## config.mk

```make
export PLATFORM = sky130hd
export DESIGN_NAME = pipeline_stall_controller_flat
export DESIGN_NICKNAME = d
export VERILOG_FILES = /design/src/rtl/pipeline_stall_controller_pkg.sv /design/src/rtl/pipeline_stall_controller_if.sv /design/src/rtl/pipeline_stall_controller_load_use_detect.sv /design/src/rtl/pipeline_stall_controller.sv /design/src/flat_wrapper.sv
export SDC_FILE = /design/constraint.sdc
export NUM_CORES = 1
export LEC_CHECK = 0
export CORE_ASPECT_RATIO = 1.75
export CORE_MARGIN = 2
export CORE_UTILIZATION = 40
export CTS_BUF_LIST = sky130_fd_sc_hd__clkbuf_8
export DETAILED_ROUTE_END_ITERATION = 8
export PLACE_DENSITY = 0.68
export SYNTH_ARGS = -nofsm -noshare
export SYNTH_HDL_FRONTEND = slang
export SYNTH_HIERARCHICAL = 1
export SYNTH_SLANG_ARGS = --single-unit
```

## constraint.sdc

```tcl
create_clock -name CLK -period 3.45 [get_ports CLK]
set_clock_uncertainty 0.1 [all_clocks]
set_input_delay 0.5175 -clock CLK [delete_from_list [all_inputs] [get_ports CLK]]
set_output_delay 0.5175 -clock CLK [all_outputs]
set_load 0.02 [all_outputs]
```

## src/rtl/pipeline_stall_controller_pkg.sv

```systemverilog
// Shared hazard package: FSM encoding, register-index width and the MUL/DIV timeout default.
package pipeline_stall_controller_pkg;

    localparam int unsigned REG_W              = 5;
    localparam int unsigned MD_TIMEOUT_DEFAULT = 40;

    typedef enum logic [0:0] {
        ST_RUN     = 1'b0,
        ST_MD_WAIT = 1'b1
    } state_t;

endpackage

```

## src/rtl/pipeline_stall_controller_if.sv

```systemverilog
// Hazard-unit bus: pipeline status in, stall/flush/bubble controls and status out.
interface pipeline_stall_controller_if #(
    parameter int unsigned CNT_W = 32
);
    import pipeline_stall_controller_pkg::*;

    logic [REG_W-1:0] ID_RS1;
    logic [REG_W-1:0] ID_RS2;
    logic             ID_USES_RS1;
    logic             ID_USES_RS2;
    logic             EX_MEMREAD;
    logic [REG_W-1:0] EX_RD;
    logic             EX_MULDIV_START;
    logic             MULDIV_DONE;
    logic             BRANCH_TAKEN;

    logic             PC_STALL;
    logic             IFID_STALL;
    logic             IDEX_STALL;
    logic             IDEX_BUBBLE;
    logic             IFID_FLUSH;
    logic             EXMEM_BUBBLE;
    logic             MD_TIMEOUT_ERR;
    logic [CNT_W-1:0] STALL_CYCLES;

    // Pipeline side
    modport master (
        output ID_RS1, ID_RS2, ID_USES_RS1, ID_USES_RS2, EX_MEMREAD, EX_RD,
               EX_MULDIV_START, MULDIV_DONE, BRANCH_TAKEN,
        input  PC_STALL, IFID_STALL, IDEX_STALL, IDEX_BUBBLE, IFID_FLUSH,
               EXMEM_BUBBLE, MD_TIMEOUT_ERR, STALL_CYCLES
    );

    // Controller side
    modport slave (
        input  ID_RS1, ID_RS2, ID_USES_RS1, ID_USES_RS2, EX_MEMREAD, EX_RD,
               EX_MULDIV_START, MULDIV_DONE, BRANCH_TAKEN,
        output PC_STALL, IFID_STALL, IDEX_STALL, IDEX_BUBBLE, IFID_FLUSH,
               EXMEM_BUBBLE, MD_TIMEOUT_ERR, STALL_CYCLES
    );

endinterface

```

## src/rtl/pipeline_stall_controller_load_use_detect.sv

```systemverilog
// Load-use comparator: ID operand depends on a load currently in EX (x0 never matches).
module load_use_detect
    import pipeline_stall_controller_pkg::*;
(
    input  logic [REG_W-1:0] id_rs1,
    input  logic [REG_W-1:0] id_rs2,
    input  logic             id_uses_rs1,
    input  logic             id_uses_rs2,
    input  logic             ex_memread,
    input  logic [REG_W-1:0] ex_rd,
    output logic             hazard_c
);

    logic rs1_match;
    logic rs2_match;

    assign rs1_match = id_uses_rs1 && (id_rs1 == ex_rd);
    assign rs2_match = id_uses_rs2 && (id_rs2 == ex_rd);
    assign hazard_c  = ex_memread && (ex_rd != '0) && (rs1_match || rs2_match);

endmodule

```

## src/rtl/pipeline_stall_controller.sv

```systemverilog
// Pipeline hazard unit: load-use bubble, taken-branch flush and MUL/DIV wait with timeout.
module pipeline_stall_controller
    import pipeline_stall_controller_pkg::*;
#(
    parameter int unsigned MD_TIMEOUT = MD_TIMEOUT_DEFAULT,
    parameter int unsigned CNT_W      = 32
) (
    input  logic                         CLK,
    input  logic                         RESET,
    pipeline_stall_controller_if.slave   bus
);

    localparam int unsigned TO_W = (MD_TIMEOUT > 1) ? $clog2(MD_TIMEOUT) : 1;
    localparam logic [TO_W-1:0] TO_LAST = TO_W'(MD_TIMEOUT - 1);

    state_t            state_q;
    state_t            state_d;
    logic [TO_W-1:0]   to_cnt_q;
    logic [TO_W-1:0]   to_cnt_d;
    logic              err_q;
    logic              err_d;
    logic [CNT_W-1:0]  stall_cnt_q;

    logic              load_use_c;
    logic              pc_stall_c;
    logic              ifid_stall_c;
    logic              idex_stall_c;
    logic              idex_bubble_c;
    logic              ifid_flush_c;
    logic              exmem_bubble_c;

    load_use_detect u_load_use_detect (
        .id_rs1      (bus.ID_RS1),
        .id_rs2      (bus.ID_RS2),
        .id_uses_rs1 (bus.ID_USES_RS1),
        .id_uses_rs2 (bus.ID_USES_RS2),
        .ex_memread  (bus.EX_MEMREAD),
        .ex_rd       (bus.EX_RD),
        .hazard_c    (load_use_c)
    );

    // State register, timeout counter, sticky error and saturating stall counter
    always_ff @(posedge CLK) begin
        if (RESET) begin
            state_q     <= ST_RUN;
            to_cnt_q    <= '0;
            err_q       <= 1'b0;
            stall_cnt_q <= '0;
        end else begin
            state_q  <= state_d;
            to_cnt_q <= to_cnt_d;
            err_q    <= err_d;
            if (pc_stall_c && (stall_cnt_q != '1)) begin
                stall_cnt_q <= stall_cnt_q + CNT_W'(1);
            end
        end
    end

    // Next state and stall/flush controls; everything forced quiet while RESET is high
    always_comb begin
        state_d        = state_q;
        to_cnt_d       = to_cnt_q;
        err_d          = err_q;
        pc_stall_c     = 1'b0;
        ifid_stall_c   = 1'b0;
        idex_stall_c   = 1'b0;
        idex_bubble_c  = 1'b0;
        ifid_flush_c   = 1'b0;
        exmem_bubble_c = 1'b0;

        if (!RESET) begin
            case (state_q)
                ST_RUN: begin
                    if (bus.BRANCH_TAKEN) begin
                        ifid_flush_c  = 1'b1;
                        idex_bubble_c = 1'b1;
                    end else begin
                        if (load_use_c) begin
                            pc_stall_c    = 1'b1;
                            ifid_stall_c  = 1'b1;
                            idex_bubble_c = 1'b1;
                        end
                        // A same-cycle done means a zero-wait op: no MD_WAIT needed
                        if (bus.EX_MULDIV_START && !bus.MULDIV_DONE) begin
                            state_d  = ST_MD_WAIT;
                            to_cnt_d = '0;
                        end
                    end
                end
                ST_MD_WAIT: begin
                    pc_stall_c     = 1'b1;
                    ifid_stall_c   = 1'b1;
                    idex_stall_c   = 1'b1;
                    exmem_bubble_c = 1'b1;
                    if (bus.MULDIV_DONE) begin
                        state_d = ST_RUN;
                    end else if (to_cnt_q == TO_LAST) begin
                        err_d   = 1'b1;
                        state_d = ST_RUN;
                    end else begin
                        to_cnt_d = to_cnt_q + TO_W'(1);
                    end
                end
                default: state_d = ST_RUN;
            endcase
        end
    end

    assign bus.PC_STALL       = pc_stall_c;
    assign bus.IFID_STALL     = ifid_stall_c;
    assign bus.IDEX_STALL     = idex_stall_c;
    assign bus.IDEX_BUBBLE    = idex_bubble_c;
    assign bus.IFID_FLUSH     = ifid_flush_c;
    assign bus.EXMEM_BUBBLE   = exmem_bubble_c;
    assign bus.MD_TIMEOUT_ERR = err_q;
    assign bus.STALL_CYCLES   = stall_cnt_q;

endmodule
```

## src/flat_wrapper.sv

```systemverilog
// flat-port wrapper written by rule: the top's interface ports become plain ports
module pipeline_stall_controller_flat import pipeline_stall_controller_pkg::*;
#(
    parameter int unsigned MD_TIMEOUT = MD_TIMEOUT_DEFAULT,
    parameter int unsigned CNT_W      = 32
)
  (CLK, RESET, bus_ID_RS1, bus_ID_RS2, bus_ID_USES_RS1, bus_ID_USES_RS2, bus_EX_MEMREAD, bus_EX_RD, bus_EX_MULDIV_START, bus_MULDIV_DONE, bus_BRANCH_TAKEN, bus_PC_STALL, bus_IFID_STALL, bus_IDEX_STALL, bus_IDEX_BUBBLE, bus_IFID_FLUSH, bus_EXMEM_BUBBLE, bus_MD_TIMEOUT_ERR, bus_STALL_CYCLES);
  pipeline_stall_controller_if #(.CNT_W(CNT_W)) bus_i ();
  input  logic CLK;
  input  logic RESET;
  input wire logic [$bits(bus_i.ID_RS1)-1:0] bus_ID_RS1;
  input wire logic [$bits(bus_i.ID_RS2)-1:0] bus_ID_RS2;
  input wire logic [$bits(bus_i.ID_USES_RS1)-1:0] bus_ID_USES_RS1;
  input wire logic [$bits(bus_i.ID_USES_RS2)-1:0] bus_ID_USES_RS2;
  input wire logic [$bits(bus_i.EX_MEMREAD)-1:0] bus_EX_MEMREAD;
  input wire logic [$bits(bus_i.EX_RD)-1:0] bus_EX_RD;
  input wire logic [$bits(bus_i.EX_MULDIV_START)-1:0] bus_EX_MULDIV_START;
  input wire logic [$bits(bus_i.MULDIV_DONE)-1:0] bus_MULDIV_DONE;
  input wire logic [$bits(bus_i.BRANCH_TAKEN)-1:0] bus_BRANCH_TAKEN;
  output wire logic [$bits(bus_i.PC_STALL)-1:0] bus_PC_STALL;
  output wire logic [$bits(bus_i.IFID_STALL)-1:0] bus_IFID_STALL;
  output wire logic [$bits(bus_i.IDEX_STALL)-1:0] bus_IDEX_STALL;
  output wire logic [$bits(bus_i.IDEX_BUBBLE)-1:0] bus_IDEX_BUBBLE;
  output wire logic [$bits(bus_i.IFID_FLUSH)-1:0] bus_IFID_FLUSH;
  output wire logic [$bits(bus_i.EXMEM_BUBBLE)-1:0] bus_EXMEM_BUBBLE;
  output wire logic [$bits(bus_i.MD_TIMEOUT_ERR)-1:0] bus_MD_TIMEOUT_ERR;
  output wire logic [$bits(bus_i.STALL_CYCLES)-1:0] bus_STALL_CYCLES;
  assign bus_i.ID_RS1 = bus_ID_RS1;
  assign bus_i.ID_RS2 = bus_ID_RS2;
  assign bus_i.ID_USES_RS1 = bus_ID_USES_RS1;
  assign bus_i.ID_USES_RS2 = bus_ID_USES_RS2;
  assign bus_i.EX_MEMREAD = bus_EX_MEMREAD;
  assign bus_i.EX_RD = bus_EX_RD;
  assign bus_i.EX_MULDIV_START = bus_EX_MULDIV_START;
  assign bus_i.MULDIV_DONE = bus_MULDIV_DONE;
  assign bus_i.BRANCH_TAKEN = bus_BRANCH_TAKEN;
  assign bus_PC_STALL = bus_i.PC_STALL;
  assign bus_IFID_STALL = bus_i.IFID_STALL;
  assign bus_IDEX_STALL = bus_i.IDEX_STALL;
  assign bus_IDEX_BUBBLE = bus_i.IDEX_BUBBLE;
  assign bus_IFID_FLUSH = bus_i.IFID_FLUSH;
  assign bus_EXMEM_BUBBLE = bus_i.EXMEM_BUBBLE;
  assign bus_MD_TIMEOUT_ERR = bus_i.MD_TIMEOUT_ERR;
  assign bus_STALL_CYCLES = bus_i.STALL_CYCLES;
  pipeline_stall_controller #(.MD_TIMEOUT(MD_TIMEOUT), .CNT_W(CNT_W)) u_core (.CLK(CLK), .RESET(RESET), .bus(bus_i));
endmodule
```

# [Yosys cells after proc, flatten, opt, wreduce, memory -nomap -nowiden]
# Cells that the tools add are included.
[totals] register_bits=40 out_inout_bits=39 wordCells=49
[classes] add_sub_neg=2 n_eq_ne=8 mux=22 bitwise_logic=2 reduce_logical=11
[ops] operator="$add A32 B1 Y32 const B" count=1
[ops] operator="$ne A32 B32 Y1 const B" count=1
[ops] operator="$mux W6" count=4
[ops] operator="$mux W1" count=15
[ops] operator="$pmux W6 S2" count=1
[ops] operator="$eq A5 B5 Y1" count=2
[ops] operator="$add A6 B1 Y6 const B" count=1
[ops] operator="$eq A6 B6 Y1 const B" count=1
[ops] operator="$logic_and A1 B1 Y1" count=6
[ops] operator="$ne A2 B2 Y1 const B" count=3
[ops] operator="$reduce_bool A5 Y1" count=1
[ops] operator="$pmux W1 S2" count=2
[ops] operator="$reduce_and A4 Y1" count=1
[ops] operator="$reduce_and A3 Y1" count=1
[ops] operator="$ne A2 B1 Y1 const B" count=1
[ops] operator="$not A1 Y1" count=2
[ops] operator="$logic_not A1 Y1" count=1
[ops] operator="$logic_or A1 B1 Y1" count=1

# [Longest topological paths before layout]
[depth] ltp_word=9 depth_mapped=10 mapped_depth_nobuf=9

# [Modules after synthesis]
# Netlist, hierarchy kept.
[modules_own_cells] module="pipeline_stall_controller" instances=1 cells_each=246 area_each_um2=2112.0
[modules_own_cells] module="load_use_detect" instances=1 cells_each=17 area_each_um2=133.9

# [Worst setup path before layout]
# No wires, ideal clock.
[synth_timing] path_type="input port to flip-flop" from="in bus_EX_RD[0]" to="reg u_core.stall_cnt_q[29], in the netlist u_core/bus.STALL_CYCLES[29]" setup_time_ns=0.071 arrival_ns=2.715 required_ns=3.279 slack_ns=0.565 path_stages=10 n_path_buf=1 path_cell_list="xor2_1 > nor4_2 > nand3_1 > a21oi_1 > nand2b_1 > a21o_1 > or3_1 > buf_6 > or4_1 > a21oi_1"
[synth_via] elab_chain_len=9 elab_cells_between_ends=13 classes_between="eq/ne: 2; mux: 4; reduce/logical: 7"
[synth_lines] element="start, declared" line_no="flat_wrapper.sv:16" rtl="input wire logic [$bits(bus_i.EX_RD)-1:0] bus_EX_RD;"
[synth_lines] element="$eq A5 B5 Y1, on equally long branches" line_no="pipeline_stall_controller_load_use_detect.sv:17, pipeline_stall_controller_load_use_detect.sv:18"
[synth_lines] element="$logic_and A1 B1 Y1, on equally long branches" line_no="pipeline_stall_controller_load_use_detect.sv:17, pipeline_stall_controller_load_use_detect.sv:18"
[synth_lines] element="$logic_or A1 B1 Y1" line_no="pipeline_stall_controller_load_use_detect.sv:19" rtl="assign hazard_c = ex_memread && (ex_rd != '0) && (rs1_match || rs2_match);"
[synth_lines] element="$logic_and A1 B1 Y1 *" line_no="pipeline_stall_controller_load_use_detect.sv:19"
[synth_lines] element="named net u_core.load_use_c" line_no="pipeline_stall_controller.sv:24" rtl="logic load_use_c;"
[synth_lines] element="$mux W1 *" line_no="pipeline_stall_controller.sv:78" rtl="if (load_use_c) begin"
[synth_lines] element="$mux W1 *" line_no="pipeline_stall_controller.sv:74" rtl="if (bus.BRANCH_TAKEN) begin"
[synth_lines] element="$pmux W1 S2 *" line_no="pipeline_stall_controller.sv:72" rtl="case (state_q)"
[synth_lines] element="$mux W1 *" line_no="pipeline_stall_controller.sv:71" rtl="if (!RESET) begin"
[synth_lines] element="$logic_and A1 B1 Y1 *" line_no="pipeline_stall_controller.sv:53" rtl="if (pc_stall_c && (stall_cnt_q != '1)) begin"
[synth_lines] element="end signal, assigned" line_no="pipeline_stall_controller.sv:54" rtl="stall_cnt_q <= stall_cnt_q + CNT_W'(1);"
[synth_lines] element="end, declared" line_no="pipeline_stall_controller.sv:22" rtl="logic [CNT_W-1:0] stall_cnt_q;"
# The timed path passes the listed nets; every way through them passes the cells marked *.
# A chain may end at the register's enable or synchronous reset.

# [Worst setup path in the final report]
[layout_timing] from="in bus_EX_RD[0]" to="out bus_IDEX_BUBBLE"
[layout_via] elab_chain_len=8 elab_cells_between_ends=12 classes_between="eq/ne: 2; mux: 4; reduce/logical: 6"
[layout_lines] element="$eq A5 B5 Y1, on equally long branches" line_no="pipeline_stall_controller_load_use_detect.sv:17, pipeline_stall_controller_load_use_detect.sv:18"
[layout_lines] element="$logic_and A1 B1 Y1, on equally long branches" line_no="pipeline_stall_controller_load_use_detect.sv:17, pipeline_stall_controller_load_use_detect.sv:18"
[layout_lines] element="$logic_or A1 B1 Y1" line_no="pipeline_stall_controller_load_use_detect.sv:19"
[layout_lines] element="$logic_and A1 B1 Y1 *" line_no="pipeline_stall_controller_load_use_detect.sv:19"
[layout_lines] element="named net u_core.load_use_c" line_no="pipeline_stall_controller.sv:24"
[layout_lines] element="$mux W1 *" line_no="pipeline_stall_controller.sv:78"
[layout_lines] element="$mux W1 *" line_no="pipeline_stall_controller.sv:74"
[layout_lines] element="$mux W1 *" line_no="pipeline_stall_controller.sv:72"
[layout_lines] element="$mux W1 *" line_no="pipeline_stall_controller.sv:71"
[layout_lines] element="end, declared" line_no="flat_wrapper.sv:23" rtl="output wire logic [$bits(bus_i.IDEX_BUBBLE)-1:0] bus_IDEX_BUBBLE;"
# Marks and branches as above.

==> metrics <==
CP dominant cell by count clkdlybuf4s50_1; share of layout cells above drive strength 1 8.87%; Reg2Reg Depth 7; worst r2r src u_core/bus.STALL_CYCLES[0]$_SDFFE_PP0P_; setup_tns 0 ns; core area 5500 sq um; Avg Vias per Cell 5.65; Synth Flop Type dfxtp_1; status finished, final reports clean; CTS Sinks 40; Synth top area share 35.7%; Clock Tree Buf Depth 2; Rows 36; chip width 60.6 microns; Worst R2R End u_core/bus.STALL_CYCLES[3]$_SDFFE_PP0P_; crit path to bus_IDEX_BUBBLE; Final nets 351; post-route ant nets 0; Setup CP Type in -> out; CTS H-tree lvls 2; max-slew violation count 0; # setup viols final 0; total of max-cap violations 0; ys async rst share 0%; clock root buffer clkbuf_8; number of antenna diodes 0; critical path, cell by cell clkdlybuf4s50_1, xor2_1, nor4_2, nand3_1, a21oi_1, nor2_1, nor3_1, clkdlybuf4s50_1; Power Density ~310 nW/um^2; IO Pins 62; Worst Setup SP bus_EX_RD[0]; Synth Cell Area 2250 sq um; Fill cells 529; Crit. End Element output port; Die Span Y 103 microns; Worst-path clk slew 0.08 ns; type of the worst min-delay path reg -> reg; Critical Path Start Type primary input; initial antenna violation count 0; gpl congestion 0.865; Mapped Avg Cell Area 8.54 sq um; Post-Layout Inst Area about 3000 sq um; Iter 0 DRT Violations 99; DRC viols 0; Worst-Margin Slew 0.603 ns; Die Area 6250 sq um; Reg2Reg Setup Slack 0.79 ns; Cells after DPL 395; Worst-Skew Late Latency between 0.2 and 0.3 ns; Placed Area 2940 sq um; CTS tree yes; Post-synth EDFFs 0; Initial Util 40.9%; first-pass GRT wire length roughly 9600 microns; total iterations of the first detailed-routing run 4; WHS 0.377 ns; syn nets approximately 290; fin cells just over 400; remaining global-route overflow 0; Required @ worst endpoint 2.83 ns; largest net degree at the start of global routing 24; total CTS buffers 5; fin worst setup slack 0.241 ns; commonest non-fill, non-tap cells in the layout clkdlybuf4s50_1 (59), dfxtp_1 (40), a21oi_1 (26); Design Power 0.962 mW; area grow syn2layout 36.5%; pre-CTS setup slack -0.0144 ns; slowest stage delay, CP about 0.63 ns; CP max-delay cell clkdlybuf4s50_1; ranking of synthesized cells by area dfxtp_1 (36%), a21oi_1 (5.8%), nand3_1 (4.7%), xor2_1 (4.7%), or3_1 (4.2%); synth unique cells 53; routed wire length 6000 microns; Crit path arrival time 2.59 ns; Finished Core Util 55.8%; gr usage total 20.1%; post-synth top area cell dfxtp_1; Final min period 3.21 ns; RSZ-0062 raised after global routing false; commonest non-fill, non-tap cell in the layout clkdlybuf4s50_1; Slew Limit Headroom 59.6%; Yosys reg bits 40; Max VDD drop 0.000219 V; Leak Pwr between 1 and 1.5 nW; final hold vios 0; f_max 312 MHz; CP max FO 3; vias in the first global route 2087; Wirelength per Cell 14.9 microns; Final HPWL DP 4540 microns; Ys Warns 6; DR vias 2278; post-synthesis sequential area ratio 35.7%; Mapped Cells 263; final worst-path cycle share 93.0%; port bufs approximately 60
per-layer routing:
layer / GRT usage, % / routed length [microns] / vias to the layer above / share of wire [%]
met5: 0 / 0 / - / 0
met4: 10.4 / 168 / 0 / 2.8
met3: 3.26 / 210 / 15 / 3.5
met2: 35.5 / 3260 / 72 / 54
met1: 22.4 / 2360 / 1046 / 39
li1: - / - / 1145 / -
report_power, final:
group	total (mW)	switching [mW]	internal (mW)	leakage, nW
combinational	0.0766	0.0366	0.0400	0.630
sequential	0.464	0.00165	0.462	0.322
clock	0.422	0.166	0.255	0.0645
cells in the mapped netlist (all sizes together), types with 2 or more instances:
| cell | instances |
|---|---|
| nand3 | 22 |
| clkbuf | 6 |
| inv | 8 |
| o2111ai | 3 |
| nand4 | 9 |
| and2 | 2 |
| xnor2 | 2 |
| and3 | 3 |
| o31ai | 7 |
| o41ai | 6 |
| a2111oi | 2 |
| nor2 | 13 |
| dfxtp | 40 |
| nand3b | 2 |
| xor2 | 12 |
| or4 | 8 |
| o311ai | 6 |
| nor3 | 5 |
| ha | 2 |
| o211ai | 2 |
| buf | 8 |
| a21o | 3 |
| a21oi | 26 |
| and4 | 6 |
| nand2 | 10 |
| nor4 | 2 |
| o32ai | 3 |
| or3 | 16 |
| o21ai | 16 |
| or2 | 2 |
sequential cells by signal, indices dropped and copies added, names as in the netlist:
name                       flops
u_core/bus.STALL_CYCLES       32
u_core/to_cnt_q                6
u_core/bus.MD_TIMEOUT_ERR      1
u_core/state_q                 1
layout make-up:
type,instances,area (sq um),share of cell area (%)
inverter,9,33.8,1.10
tap,76,95.1,3.10
timing repair buffer,70,676,22.0
sequential,40,801,26.1
multi-input combinational,200,1340,43.5
clock buffer,7,96.3,3.14
clock inverter,1,30.0,0.979
repair_timing:
action / in CTS / in global routing
endpoints found under the setup margin: 2 / 0
resized for setup: 2 / 0
buffers inserted: 0 / 0
hold buffers: 0 / 0
critical path: cells and delay by family:
kind,cells,cell delay [ns]
buf+inv,2,1.11
simple gates,4,0.57
xor+xnor,1,0.20
compound gates,1,0.19
cells by family after synthesis:
| logic type | count (synthesis) | synth area share (%) |
|---|---|---|
| simple gates | 105 | 28.6 |
| compound gates | 78 | 23.8 |
| xor+xnor | 14 | 5.46 |
| mux | 1 | 0.501 |
| flops | 40 | 35.7 |
| fa+ha+maj | 2 | 1.11 |
| buf+inv | 23 | 4.90 |
how the worst min path moves through the flow:
stage / from / to / slack (ns) / depth (start not counted)
finish: u_core/to_cnt_q[1]$_SDFFE_PP0P_ / u_core/to_cnt_q[1]$_SDFFE_PP0P_ / 0.38 / 2
global route: u_core/to_cnt_q[1]$_SDFFE_PP0P_ / u_core/to_cnt_q[1]$_SDFFE_PP0P_ / 0.39 / 2
CTS: u_core/to_cnt_q[1]$_SDFFE_PP0P_ / u_core/to_cnt_q[1]$_SDFFE_PP0P_ / 0.38 / 2
detailed placement: u_core/to_cnt_q[1]$_SDFFE_PP0P_ / u_core/to_cnt_q[1]$_SDFFE_PP0P_ / 0.36 / 2
global placement: u_core/bus.MD_TIMEOUT_ERR$_SDFFE_PP0P_ / u_core/bus.MD_TIMEOUT_ERR$_SDFFE_PP0P_ / 0.35 / 2
floorplan: u_core/to_cnt_q[1]$_SDFFE_PP0P_ / u_core/to_cnt_q[1]$_SDFFE_PP0P_ / 0.34 / 2
Power figures use the tool's default switching activity.
